**config.mk**
```make
export PLATFORM = sky130hd
export DESIGN_NAME = led_afterglow
export DESIGN_NICKNAME = d
export VERILOG_FILES = /design/src/rtl/led_fx_pkg.sv /design/src/rtl/led_pwm_chan.sv /design/src/rtl/led_afterglow.sv
export SDC_FILE = /design/constraint.sdc
export NUM_CORES = 1
export LEC_CHECK = 0
export ABC_AREA = 1
export CAP_MARGIN = 10
export CELL_PAD_IN_SITES_DETAIL_PLACEMENT = 0
export CELL_PAD_IN_SITES_GLOBAL_PLACEMENT = 2
export CORE_UTILIZATION = 38
export DETAILED_ROUTE_END_ITERATION = 10
export HOLD_SLACK_MARGIN = 0.1
export PLACE_DENSITY = 0.91
export RECOVER_POWER = 100
export SLEW_MARGIN = 20
export SYNTH_ARGS = -nofsm -noshare
export SYNTH_HDL_FRONTEND = slang
export SYNTH_SLANG_ARGS = --single-unit
```
**constraint.sdc**
```tcl
create_clock -name clk -period 4 [get_ports clk]
set_clock_uncertainty 0.2 [all_clocks]
set_input_delay 0.8 -clock clk [delete_from_list [all_inputs] [get_ports clk]]
set_output_delay 0.8 -clock clk [all_outputs]
set_load 0.01 [all_outputs]
```
**src/rtl/led_fx_pkg.sv**
```systemverilog
// rtl/led_fx_pkg.sv - shared brightness/decay parameters and types for LED effects
package led_fx_pkg;

  localparam int LVL_BITS_DEF  = 4;
  localparam int DECAY_DIV_DEF = 500000;

  function automatic int lvl_max(input int bits);
    return (1 << bits) - 1;
  endfunction

  localparam int LVL_MAX_DEF = lvl_max(LVL_BITS_DEF);

  typedef logic [LVL_BITS_DEF-1:0] level_t;

endpackage

```
**src/rtl/led_pwm_chan.sv**
```systemverilog
// rtl/led_pwm_chan.sv - one afterglow channel: level register, decay, PWM compare
module led_pwm_chan
  import led_fx_pkg::*;
#(
  parameter int LVL_BITS = LVL_BITS_DEF
) (
  input  logic                clk,
  input  logic                rst,
  input  logic                en,
  input  logic                in_bit,
  input  logic                decay_tick,
  input  logic [LVL_BITS-1:0] pwm_cnt,
  output logic                out_bit
);

  localparam logic [LVL_BITS-1:0] LVL_MAX = LVL_BITS'(lvl_max(LVL_BITS));

  logic [LVL_BITS-1:0] level;

  always_ff @(posedge clk) begin
    if (rst) begin
      level   <= '0;
      out_bit <= 1'b0;
    end else if (!en) begin
      level   <= in_bit ? LVL_MAX : '0;
      out_bit <= in_bit;
    end else begin
      // A lit input re-arms even on a tick cycle; decay never wraps below zero.
      if (in_bit)
        level <= LVL_MAX;
      else if (decay_tick && (level != '0))
        level <= level - 1'b1;
      out_bit <= (level > pwm_cnt);
    end
  end

endmodule

```
**src/rtl/led_afterglow.sv**
```systemverilog
// rtl/led_afterglow.sv - per-LED fading trail with PWM drive and registered bypass
module led_afterglow
  import led_fx_pkg::*;
#(
  parameter int WIDTH     = 16,
  parameter int LVL_BITS  = LVL_BITS_DEF,
  parameter int DECAY_DIV = DECAY_DIV_DEF
) (
  input  logic             clk,
  input  logic             rst,
  input  logic             en,
  input  logic [WIDTH-1:0] led_in,
  output logic [WIDTH-1:0] led_out,
  output logic             decay_tick
);

  localparam int                  DW    = (DECAY_DIV > 2) ? $clog2(DECAY_DIV) : 1;
  localparam logic [DW-1:0]       DLAST = DW'(DECAY_DIV - 1);
  localparam logic [LVL_BITS-1:0] PLAST = LVL_BITS'(lvl_max(LVL_BITS) - 1);

  logic [LVL_BITS-1:0] pwm_cnt;
  logic [DW-1:0]       dcnt;

  // Both counters park at zero while bypassed so re-enable starts a clean frame.
  always_ff @(posedge clk) begin
    if (rst || !en) begin
      pwm_cnt <= '0;
      dcnt    <= '0;
    end else begin
      pwm_cnt <= (pwm_cnt == PLAST) ? '0 : pwm_cnt + 1'b1;
      dcnt    <= (dcnt == DLAST) ? '0 : dcnt + 1'b1;
    end
  end

  assign decay_tick = en && !rst && (dcnt == DLAST);

  for (genvar i = 0; i < WIDTH; i++) begin : g_chan
    led_pwm_chan #(
      .LVL_BITS(LVL_BITS)
    ) u_chan (
      .clk       (clk),
      .rst       (rst),
      .en        (en),
      .in_bit    (led_in[i]),
      .decay_tick(decay_tick),
      .pwm_cnt   (pwm_cnt),
      .out_bit   (led_out[i])
    );
  end

endmodule

```
; ---- Word-level counts from Yosys, hierarchy flattened
; Index checks and enable logic that the tools add are counted.
[word_totals]
reg_bits = 103
inputBits = 19
output_inout_bits = 17
word_cells = 205
[classes]
add_sub_neg = 18
magnitude_cmp = 16
n_eq_ne = 18
muxes = 80
reduce_logical = 39
[op_table]
columns = operator, count
row1 = $mux 4, 64
row2 = $gt 4x4->1, 16
row3 = $reduce_bool 4->1, 16
row4 = $sub 4x1->4 const B, 16
row5 = $ne 3x1->1 const B, 16
row6 = $add 19x1->19 const B, 1
row7 = $eq 19x19->1 const B, 1
row8 = $logic_and 1x1->1, 18
row9 = $mux 1, 16
row10 = $add 4x1->4 const B, 1
row11 = $eq 4x4->1 const B, 1
row12 = $reduce_or 2->1, 2
row13 = $logic_not 1->1, 2
row14 = $logic_or 1x1->1, 1

; ---- Depth between registers and ports, before layout
; Gate-level depths: netlist of the first run.
[logic_depth]
depth_word = 7
mapped_depth = 10
ltp_nobuf = 9

; ---- By module
; Synthesis of the first run repeated with hierarchy kept, for this count alone.
[hier_totals]
cells_unflattened = 1060
hier_area_um2 = 7093.1
[by_module_without_submodules]
columns = mod, n_inst, cells_each, area_each_um2, seq_area_each_um2
row1 = led_pwm_chan, 16, 56, 370.4, 100.1
row2 = led_afterglow, 1, 164, 1167.4, 460.4

; ---- Worst setup path before layout of the first run
; No wires, ideal clock.
[synth_path]
kind = input -> output
from = in en
to = out decay_tick
arrival_ps = 1868
required_ps = 3000
slack_ps = 1132
path_stages = 5
n_path_buf = 1
cell_sequence = inv_1 > nor2_2 > buf_4 > inv_1 > nor3_1
[synth_via]
elab_chain_len = 2
[synth_rtl]
columns = element, line_no
row1 = start: declaration, led_afterglow.sv:11  ; input logic en,
row2 = $logic_and 1x1->1 (2 in series), led_afterglow.sv:35  ; assign decay_tick = en && !rst && (dcnt == DLAST);
row3 = end: declaration, led_afterglow.sv:14  ; output logic decay_tick
; No other way between the ends.

==> results of run 1 <==
[how the worst max path moves through the flow]
stage               startpoint                         to  slack, ps  cells past startpoint
global placement            en                 decay_tick       1000                      6
global route               rst   g_chan[5].u_chan.out_bit        410                      5
floorplan                   en                 decay_tick       1130                      5
finish                     rst  g_chan[13].u_chan.out_bit        610                      5
CTS                    dcnt[0]                 decay_tick        750                      6
detailed placement          en                 decay_tick       1000                      6
[layout make-up]
type | instances | share of cell area [%]
Clock inverter | 4 | 0.636
Clock buffer | 11 | 3.11
Inverter | 77 | 3.87
Tap cell | 225 | 3.77
Timing Repair Buffer | 41 | 5.01
Sequential cell | 103 | 27.6
Multi-Input combinational cell | 740 | 56.0
[state kept, by name, indices dropped and copies added, names as in the netlist]
name,cells
pwm_cnt,4
g_chan.u_chan.out_bit,16
g_chan.u_chan.level,64
dcnt,19
[metrics by stage]
step,utilization [%],cells,total power (uW)
floorplan,-,959,1620
global placement,41.9,1186,1760
detailed placement,41.9,1186,1770
CTS,43.5,1201,2670
global route,42.6,1201,2780
finish,42.6,1201,2610
[report_power, final]
part           switching, uW  internal, uW
Sequential              80.2          1100
Clock                    403           481
Combinational            299           243
[cells in the mapped netlist]
cell,number
or2_2,1
buf_4,17
o21bai_1,15
inv_2,1
nor2_1,76
inv_1,76
nand2_2,9
xor2_1,4
buf_12,1
o21ai_0,100
nor3b_1,1
xnor2_1,19
ha_1,83
nand2_4,2
nand3_4,11
nand4_1,7
o21ai_1,1
buf_2,2
nor3_1,23
nand3b_1,1
a21oi_1,120
nor2_8,1
nand3_1,79
clkbuf_1,19
nor2_2,1
o211ai_1,1
nand2_1,184
nor2_4,1
dfxtp_1,103
[per-layer routing]
| metal | routed length (um) | track usage [%] | share of wire, % |
|---|---|---|---|
| met2 | 7590 | 31.2 | 45 |
| met5 | 0 | 0 | 0 |
| met4 | 327 | 7.39 | 2.0 |
| met1 | 8270 | 24.5 | 49 |
| met3 | 533 | 2.78 | 3.2 |
[worst max-delay path: stages]
cell and delay (ps):
clkbuf_1 210, clkbuf_2 1170, inv_1 840, o21ai_0 270
a21oi_1 60
[cells by family (layout without fill, tap and decap cells)]
kind of cell,after synthesis,count (layout),share of synthesized area [%]
simple gates,397,397,26.9
buf+inv,116,133,7.50
fa+ha+maj,83,83,15.0
xor+xnor,23,23,2.92
flops,103,103,29.9
compound gates,237,237,17.8
==> results.sh, run 1 <==
export IMPL_finalSetupViolCount=0
export IMPL_critPathArrivalTime_ps=3410
export IMPL_synth_top_area_share_pct=29.9
export IMPL_n_fill_cell=1910
export IMPL_cp_max_fo=65
export IMPL_routed_wl_um=16700
export IMPL_grt_total_usage_pct=18.8
export IMPL_ir_worst_vdd_mv=0.205
export IMPL_hold_viol_final=0
export IMPL_violations="capacitance limit, slew limit"
export IMPL_io_pins=36
export IMPL_die_h_um=137
export IMPL_ant_nets=0
export IMPL_finalWorstPathRequiredPeriod_ps=3390
export IMPL_numClockSinks=103
export IMPL_cts_buffers=9
export IMPL_rrSetupSlack_ps=1360
export IMPL_finalSetupTns_ps=0
export IMPL_synth_area_top_cells="dfxtp_1 (30%), ha_1 (15%), nand2_1 (10%)"
export IMPL_hp_start="dcnt[18]"
export IMPL_synthDistinctLibCells=29
export IMPL_seq_area_frac_synth_pct=29.9
export IMPL_reg2regPathDepth=10
export IMPL_power_density_mw_per_mm2=349
export IMPL_synth_top_area_cell="dfxtp_1"
export IMPL_area_growth_pct=8.21
export IMPL_synth_area_mm2=0.00691
export IMPL_die_w_um=137
export IMPL_final_common_cell="nand2_1"
export IMPL_antenna_cells=0
export IMPL_whs_ps=260
export IMPL_synth_net_count=1061
export IMPL_start_util_pct=39.4
export IMPL_hpwl_um=10900
export IMPL_cts_tree="built"
export IMPL_drv_cap=1
export IMPL_place_congestion=0.755
export IMPL_max_freq_ghz=0.295
export IMPL_power_leakage_uw=0.00317
export IMPL_core_area_mm2=0.0175
export IMPL_cts_setup_buffers=0
export IMPL_netlist_instances=959
export IMPL_htree_levels=3
export IMPL_drc=0
export IMPL_worstSetupPathType="in -> reg"
export IMPL_ys_warn_count=0
export IMPL_drt_initial_drc_count=322
export IMPL_critPathCaptureType="flop"
export IMPL_hp_class="reg -> reg"
export IMPL_cts_resized=0
export IMPL_num_rows=48
export IMPL_grt_max_degree=66
export IMPL_detailedPlace_worstSlack_ps=1000
export IMPL_clk_path_buf_depth=2
export IMPL_grt_pass1_wl_um=27600
export IMPL_path_clk_slew_ps=70
export IMPL_rr_startpoint="dcnt[0]"
export IMPL_post_route_cell_area_mm2=0.00747
export IMPL_io_buffers=35
export IMPL_antenna_found_initial=0
export IMPL_min_period_over_period_pct=84.8
export IMPL_holdBufCountCts=0
export IMPL_worst_pin_slew_ps=1570
export IMPL_placedInstanceArea_mm2=0.00735
export IMPL_cts_root_buf="clkbuf_16"
export IMPL_grt_pass1_vias=5664
export IMPL_dr_pass1_iters=4
export IMPL_clock_latency_ps=350
export IMPL_rr_endpoint="g_chan[9].u_chan.level[2]"
export IMPL_multi_input_area_mm2=0.00419
export IMPL_worst_hold_path_endpoint="dcnt[18]"
export IMPL_grt_ovfl_total=0
export IMPL_hold_depth=2
export IMPL_cp_start_kind="primary input"
export IMPL_drv_slew=66
export IMPL_rsz0062_at_grt="false"
export IMPL_setup_ws_ps=607
export IMPL_ys_seq_elements=103
export IMPL_crit_required_ps=4020
export IMPL_die_area_mm2=0.0187
export IMPL_route_vias_total=6161
export IMPL_final_nets=1074
export IMPL_avgSynthCellArea_um2=7.20
export IMPL_slew_limit_headroom_pct=-4.40
export IMPL_status="finished with violations"
export IMPL_vias_per_cell=5.13
export IMPL_most_common_layout_cells="nand2_1 (192), a21oi_1 (120), dfxtp_1 (103)"
export IMPL_drt_wirelength_per_cell_um=13.9
export IMPL_drive_gt1_share_pct=2.77
export IMPL_regArea_mm2=0.00206
No activity file was read; power rests on OpenSTA's default activity.
==> run 2, diff against run 1 <==
Settings changed: CORE_UTILIZATION 38 to 32, PLACE_DENSITY 0.91 to 0.82.
Clock period 4 ns to 2.9 ns, I/O delays scaled along.
==> results.sh, run 2 (synthesized netlist as in run 1, its figures left out) <==
export IMPL_die_h_um=149
export IMPL_rsz0062_at_grt="false"
export IMPL_place_congestion=0.752
export IMPL_path_cells="ha_1, nand2_1, nor2_8, nand3_4, nor2_4, clkbuf_2, nand3_4, nand2_1, nand2_1, a21oi_1"
export IMPL_clock_power_share_pct=33.3
export IMPL_core_area_mm2=0.0211
export IMPL_min_period_over_period_pct=86.0
export IMPL_crit_top_cell="nand2_1"
export IMPL_die_area_mm2=0.0222
export IMPL_holdBufCountCts=0
export IMPL_num_rows=53
export IMPL_p_switching_uw=1120
export IMPL_multi_input_area_mm2=0.00430
export IMPL_regArea_mm2=0.00206
export IMPL_drt_initial_drc_count=164
export IMPL_swShare_pct=31.3
export IMPL_cts_buffers=9
export IMPL_setup_ws_ps=405
export IMPL_cp_start_kind="flop"
export IMPL_io_buffers=35
export IMPL_vias_per_cell=4.85
export IMPL_final_nets=1083
export IMPL_p_int_uw=2460
export IMPL_power_density_mw_per_mm2=465
export IMPL_hold_viol_final=0
export IMPL_grt_pass1_vias=5853
export IMPL_slew_limit_headroom_pct=23.8
export IMPL_clock_latency_ps=360
export IMPL_cpMaxStageDelayCell="clkbuf_2"
export IMPL_cp_max_fo=10
export IMPL_cts_setup_buffers=0
export IMPL_ant_nets=0
export IMPL_path_buf_inv=1
export IMPL_dr_pass1_iters=4
export IMPL_grt_max_degree=66
export IMPL_drv_slew=0
export IMPL_path_clk_slew_ps=80
export IMPL_max_flop_register="g_chan.u_chan.level"
export IMPL_antenna_cells=0
export IMPL_status="completed"
export IMPL_grt_ovfl_total=0
export IMPL_pwr_share_seq_pct=45.3
export IMPL_largest_reg_flops=64
export IMPL_route_vias_total=6105
export IMPL_ir_worst_vdd_mv=0.253
export IMPL_grt_total_usage_pct=16.2
export IMPL_most_common_layout_cells="nand2_1 (188), a21oi_1 (120), dfxtp_1 (103)"
export IMPL_crit_required_ps=2980
export IMPL_start_util_pct=32.8
export IMPL_critPathCaptureType="flop"
export IMPL_drive_gt1_share_pct=4.97
export IMPL_drc=0
export IMPL_cts_tree="built"
export IMPL_numClockSinks=103
export IMPL_crit_family="simple AND/OR/NAND/NOR gates"
export IMPL_power_leakage_uw=0.00319
export IMPL_cts_root_buf="clkbuf_16"
export IMPL_htree_levels=3
export IMPL_antenna_found_initial=0
export IMPL_drv_cap=0
export IMPL_io_pins=36
export IMPL_finalWorstPathRequiredPeriod_ps=2490
export IMPL_worst_pin_slew_ps=1140
export IMPL_routed_wl_um=16900
export IMPL_final_common_cell="nand2_1"
export IMPL_critPathArrivalTime_ps=2580
export IMPL_p_total_uw=3580
export IMPL_slowest_delay_ps=380
export IMPL_hpwl_um=11500
export IMPL_detailedPlace_worstSlack_ps=329
export IMPL_grt_pass1_wl_um=28800
export IMPL_p_comb_share_pct=21.3
export IMPL_clk_path_buf_depth=2
export IMPL_n_fill_cell=2255
export IMPL_area_growth_pct=11.4
export IMPL_post_route_cell_area_mm2=0.00769
export IMPL_drt_wirelength_per_cell_um=13.4
export IMPL_final_core_util_pct=36.5
export IMPL_finalSetupTns_ps=0
export IMPL_reg_top3="g_chan.u_chan.level: 64 flops, dcnt: 19 flops, g_chan.u_chan.out_bit: 16 flops"
export IMPL_max_freq_ghz=0.401
export IMPL_finalSetupViolCount=0
export IMPL_die_w_um=149
export IMPL_hp_class="reg -> reg"
export IMPL_worstSetupPathType="reg -> reg"
export IMPL_placedInstanceArea_mm2=0.00748
run 2: worst paths after layout:
| kind | cells after the start | endpoint | startpoint | slack (ps) |
|---|---|---|---|---|
| max | 10 | g_chan[9].u_chan.level[2] | dcnt[1] | 410 |
| min | 2 | dcnt[18] | dcnt[18] | 260 |
| max reg2reg | 10 | g_chan[9].u_chan.level[2] | dcnt[1] | 410 |
| min reg2reg | 2 | dcnt[18] | dcnt[18] | 260 |
run 2: power groups by stage:
stage	logic [uW]	clock network, uW	registers [uW]
6_report	763	1190	1620
3_5_place_dp	783	0	1660
3_3_place_gp	781	0	1660
4_1_cts	787	1240	1620
5_1_grt	904	1280	1640
2_1_floorplan	607	0	1630
run 2: repair_timing:
action                                 in CTS  in global routing
setup endpoints to repair                   1                  1
endpoints found under the hold margin       0                  0
resized for setup                           1                  2
run 2: worst register-to-register path: stages, from the launching register on:
cell and delay, ps:
dfxtp_1 370, ha_1 220, nand2_1 160, nor2_8 170
nand3_4 110, nor2_4 350, clkbuf_2 380, nand3_4 140
nand2_1 150, nand2_1 70, a21oi_1 110
run 2: routing by layer:
layer	vias to the layer above	wire (um)	global-route usage (%)
met3	15	475	2.66
li1	3281	-	-
met5	-	0	0
met4	0	223	4.69
met1	2741	8510	21.3
met2	68	7700	27.2
run 2: per-stage QoR:
stage / std cells / hold WS (ps)
2_1_floorplan: 959 / 239
3_3_place_gp: 1245 / 249
3_5_place_dp: 1245 / 255
4_1_cts: 1260 / 266
5_1_grt: 1260 / 296
6_report: 1260 / 262
run 2: area by class of cell:
cell class | instances | share of cell area, %
inverters | 77 | 3.76
well taps | 275 | 4.47
flip-flops and latches | 103 | 26.8
repair buffers | 50 | 5.48
clock inverters | 5 | 0.439
multi-input cells | 740 | 55.9
clock buffers | 10 | 3.11
==> run 3, diff against run 2 <==
Settings changed: CTS_CLUSTER_DIAMETER set to 200, GPL_TIMING_DRIVEN set to 0.
==> results.sh, run 3 (synthesized netlist as in run 1, its figures left out) <==
export IMPL_ir_worst_vdd_mv=0.225
export IMPL_clock_latency_ps=350
export IMPL_drive_gt1_share_pct=5.73
export IMPL_core_area_mm2=0.0211
export IMPL_hold_viol_final=0
export IMPL_start_util_pct=32.8
export IMPL_regArea_mm2=0.00206
export IMPL_final_core_util_pct=37.4
export IMPL_routed_wl_um=19200
export IMPL_power_density_mw_per_mm2=474
export IMPL_numClockSinks=103
export IMPL_die_area_mm2=0.0222
export IMPL_num_rows=53
export IMPL_antenna_found_initial=0
export IMPL_crit_family="buffers and inverters"
export IMPL_io_buffers=35
export IMPL_grt_pass1_vias=6024
export IMPL_holdBufCountCts=0
export IMPL_multi_input_area_mm2=0.00428
export IMPL_drt_initial_drc_count=343
export IMPL_reg_top3="g_chan.u_chan.level: 64 flops, dcnt: 19 flops, g_chan.u_chan.out_bit: 16 flops"
export IMPL_die_w_um=149
export IMPL_clk_path_buf_depth=2
export IMPL_hp_class="reg -> reg"
export IMPL_area_growth_pct=14.3
export IMPL_htree_levels=3
export IMPL_crit_top_cell="inv_1"
export IMPL_drt_wirelength_per_cell_um=14.9
export IMPL_place_congestion=0.797
export IMPL_critPathArrivalTime_ps=1980
export IMPL_min_period_over_period_pct=95.1
export IMPL_cts_buffers=9
export IMPL_grt_pass1_wl_um=31500
export IMPL_max_flop_register="g_chan.u_chan.level"
export IMPL_most_common_layout_cells="nand2_1 (194), a21oi_1 (120), dfxtp_1 (103)"
export IMPL_rsz0062_at_grt="false"
export IMPL_cpMaxStageDelayCell="clkdlybuf4s50_1"
export IMPL_largest_reg_flops=64
export IMPL_finalWorstPathRequiredPeriod_ps=2760
export IMPL_finalSetupViolCount=0
export IMPL_drv_cap=0
export IMPL_final_nets=1109
export IMPL_route_vias_total=6334
export IMPL_grt_total_usage_pct=18.3
export IMPL_ant_nets=0
export IMPL_worst_pin_slew_ps=1220
export IMPL_cts_root_buf="clkbuf_16"
export IMPL_hpwl_um=13400
export IMPL_p_total_uw=3740
export IMPL_drc=0
export IMPL_drv_slew=0
export IMPL_final_common_cell="nand2_1"
export IMPL_path_clk_slew_ps=70
export IMPL_cp_max_fo=3
export IMPL_cp_start_kind="primary input"
export IMPL_n_fill_cell=2279
export IMPL_grt_ovfl_total=0
export IMPL_die_h_um=149
export IMPL_status="completed"
export IMPL_max_freq_ghz=0.363
export IMPL_vias_per_cell=4.92
export IMPL_io_pins=36
export IMPL_power_leakage_uw=0.00331
export IMPL_cts_tree="built"
export IMPL_worstSetupPathType="in -> out"
export IMPL_path_cells="clkdlybuf4s50_1, inv_1, nor2_4, buf_12, inv_1, nor3_2, clkdlybuf4s15_1"
export IMPL_crit_required_ps=2120
export IMPL_slew_limit_headroom_pct=18.5
export IMPL_antenna_cells=0
export IMPL_slowest_delay_ps=520
export IMPL_path_buf_inv=5
export IMPL_grt_max_degree=21
export IMPL_dr_pass1_iters=5
export IMPL_critPathCaptureType="output port"
==> run 3: cell count changes in the layout (fill, tap and decap cells not counted), sizes merged <==
cell	before	now
buf	10	20
clkinvlp	2	1
clkbuf	18	31
clkinv	2	3
clkdlybuf4s15	0	1
bufinv	0	1
clkdlybuf4s50	16	18
==> run 3: path summary, 6_finish.rpt <==
| path | startpoint | cells after the start | to | slack (ps) |
|---|---|---|---|---|
| hold / removal | dcnt[18] | 2 | dcnt[18] | 270 |
| setup / recovery | en | 7 | decay_tick | 140 |
| hold reg to reg | dcnt[18] | 2 | dcnt[18] | 270 |
| setup reg to reg | dcnt[0] | 10 | g_chan[1].u_chan.level[1] | 260 |
==> run 3: cell type report <==
cell class / instances / area share [%]
Inverter: 77 / 3.66
Timing Repair Buffer: 37 / 4.63
Clock inverter: 6 / 0.872
Multi-Input combinational cell: 740 / 54.2
Buffer: 39 / 3.09
Tap cell: 275 / 4.36
Clock buffer: 10 / 3.03
Sequential cell: 103 / 26.1
==> run 3: worst register-to-register path, stage by stage (launching register included) <==
cell     delay (ps)
dfxtp_1         430
ha_1            270
nand2_1         180
nor2_8          180
nand3_4         110
nor2_2          440
buf_12          250
nand3_2         140
nand2_1         170
nand2_1          70
a21oi_1         130
==> run 3: metal layers <==
metal | GRT usage, % | part of all wire, % | vias up
li1 | - | - | 3351
met1 | 25.3 | 51 | 2882
met2 | 29.5 | 45 | 81
met3 | 2.60 | 2.2 | 20
met4 | 4.69 | 1.5 | 0
met5 | 0 | 0 | -
==> run 3: stage by stage <==
stage / setup TNS, ps / hold slack, ps / cells / worst slack [ps] / area, um2
after floorplan: 0 / 239 / 959 / 472 / 6910
after global placement: -14610 / 249 / 1269 / -1070 / 7600
after detailed placement: -13470 / 266 / 1269 / -1060 / 7600
after CTS: 0 / 275 / 1286 / 24.6 / 7940
after global routing: 0 / 312 / 1287 / 33.1 / 7890
final: 0 / 268 / 1287 / 141 / 7890
==> run 3: what timing repair did <==
item                       in CTS  in global routing
pin swaps                       1                  0
resized for setup               9                  0
setup endpoints to repair      11                  1
setup buffers                   1                  1
==> run 3: where the power goes <==
| group | internal [uW] | leakage, uW | switching [uW] |
|---|---|---|---|
| clock | 700 | 0.000149 | 599 |
| sequential | 1520 | 0.000853 | 113 |
| combinational | 368 | 0.00231 | 447 |
| total | 2580 | 0.00331 | 1160 |
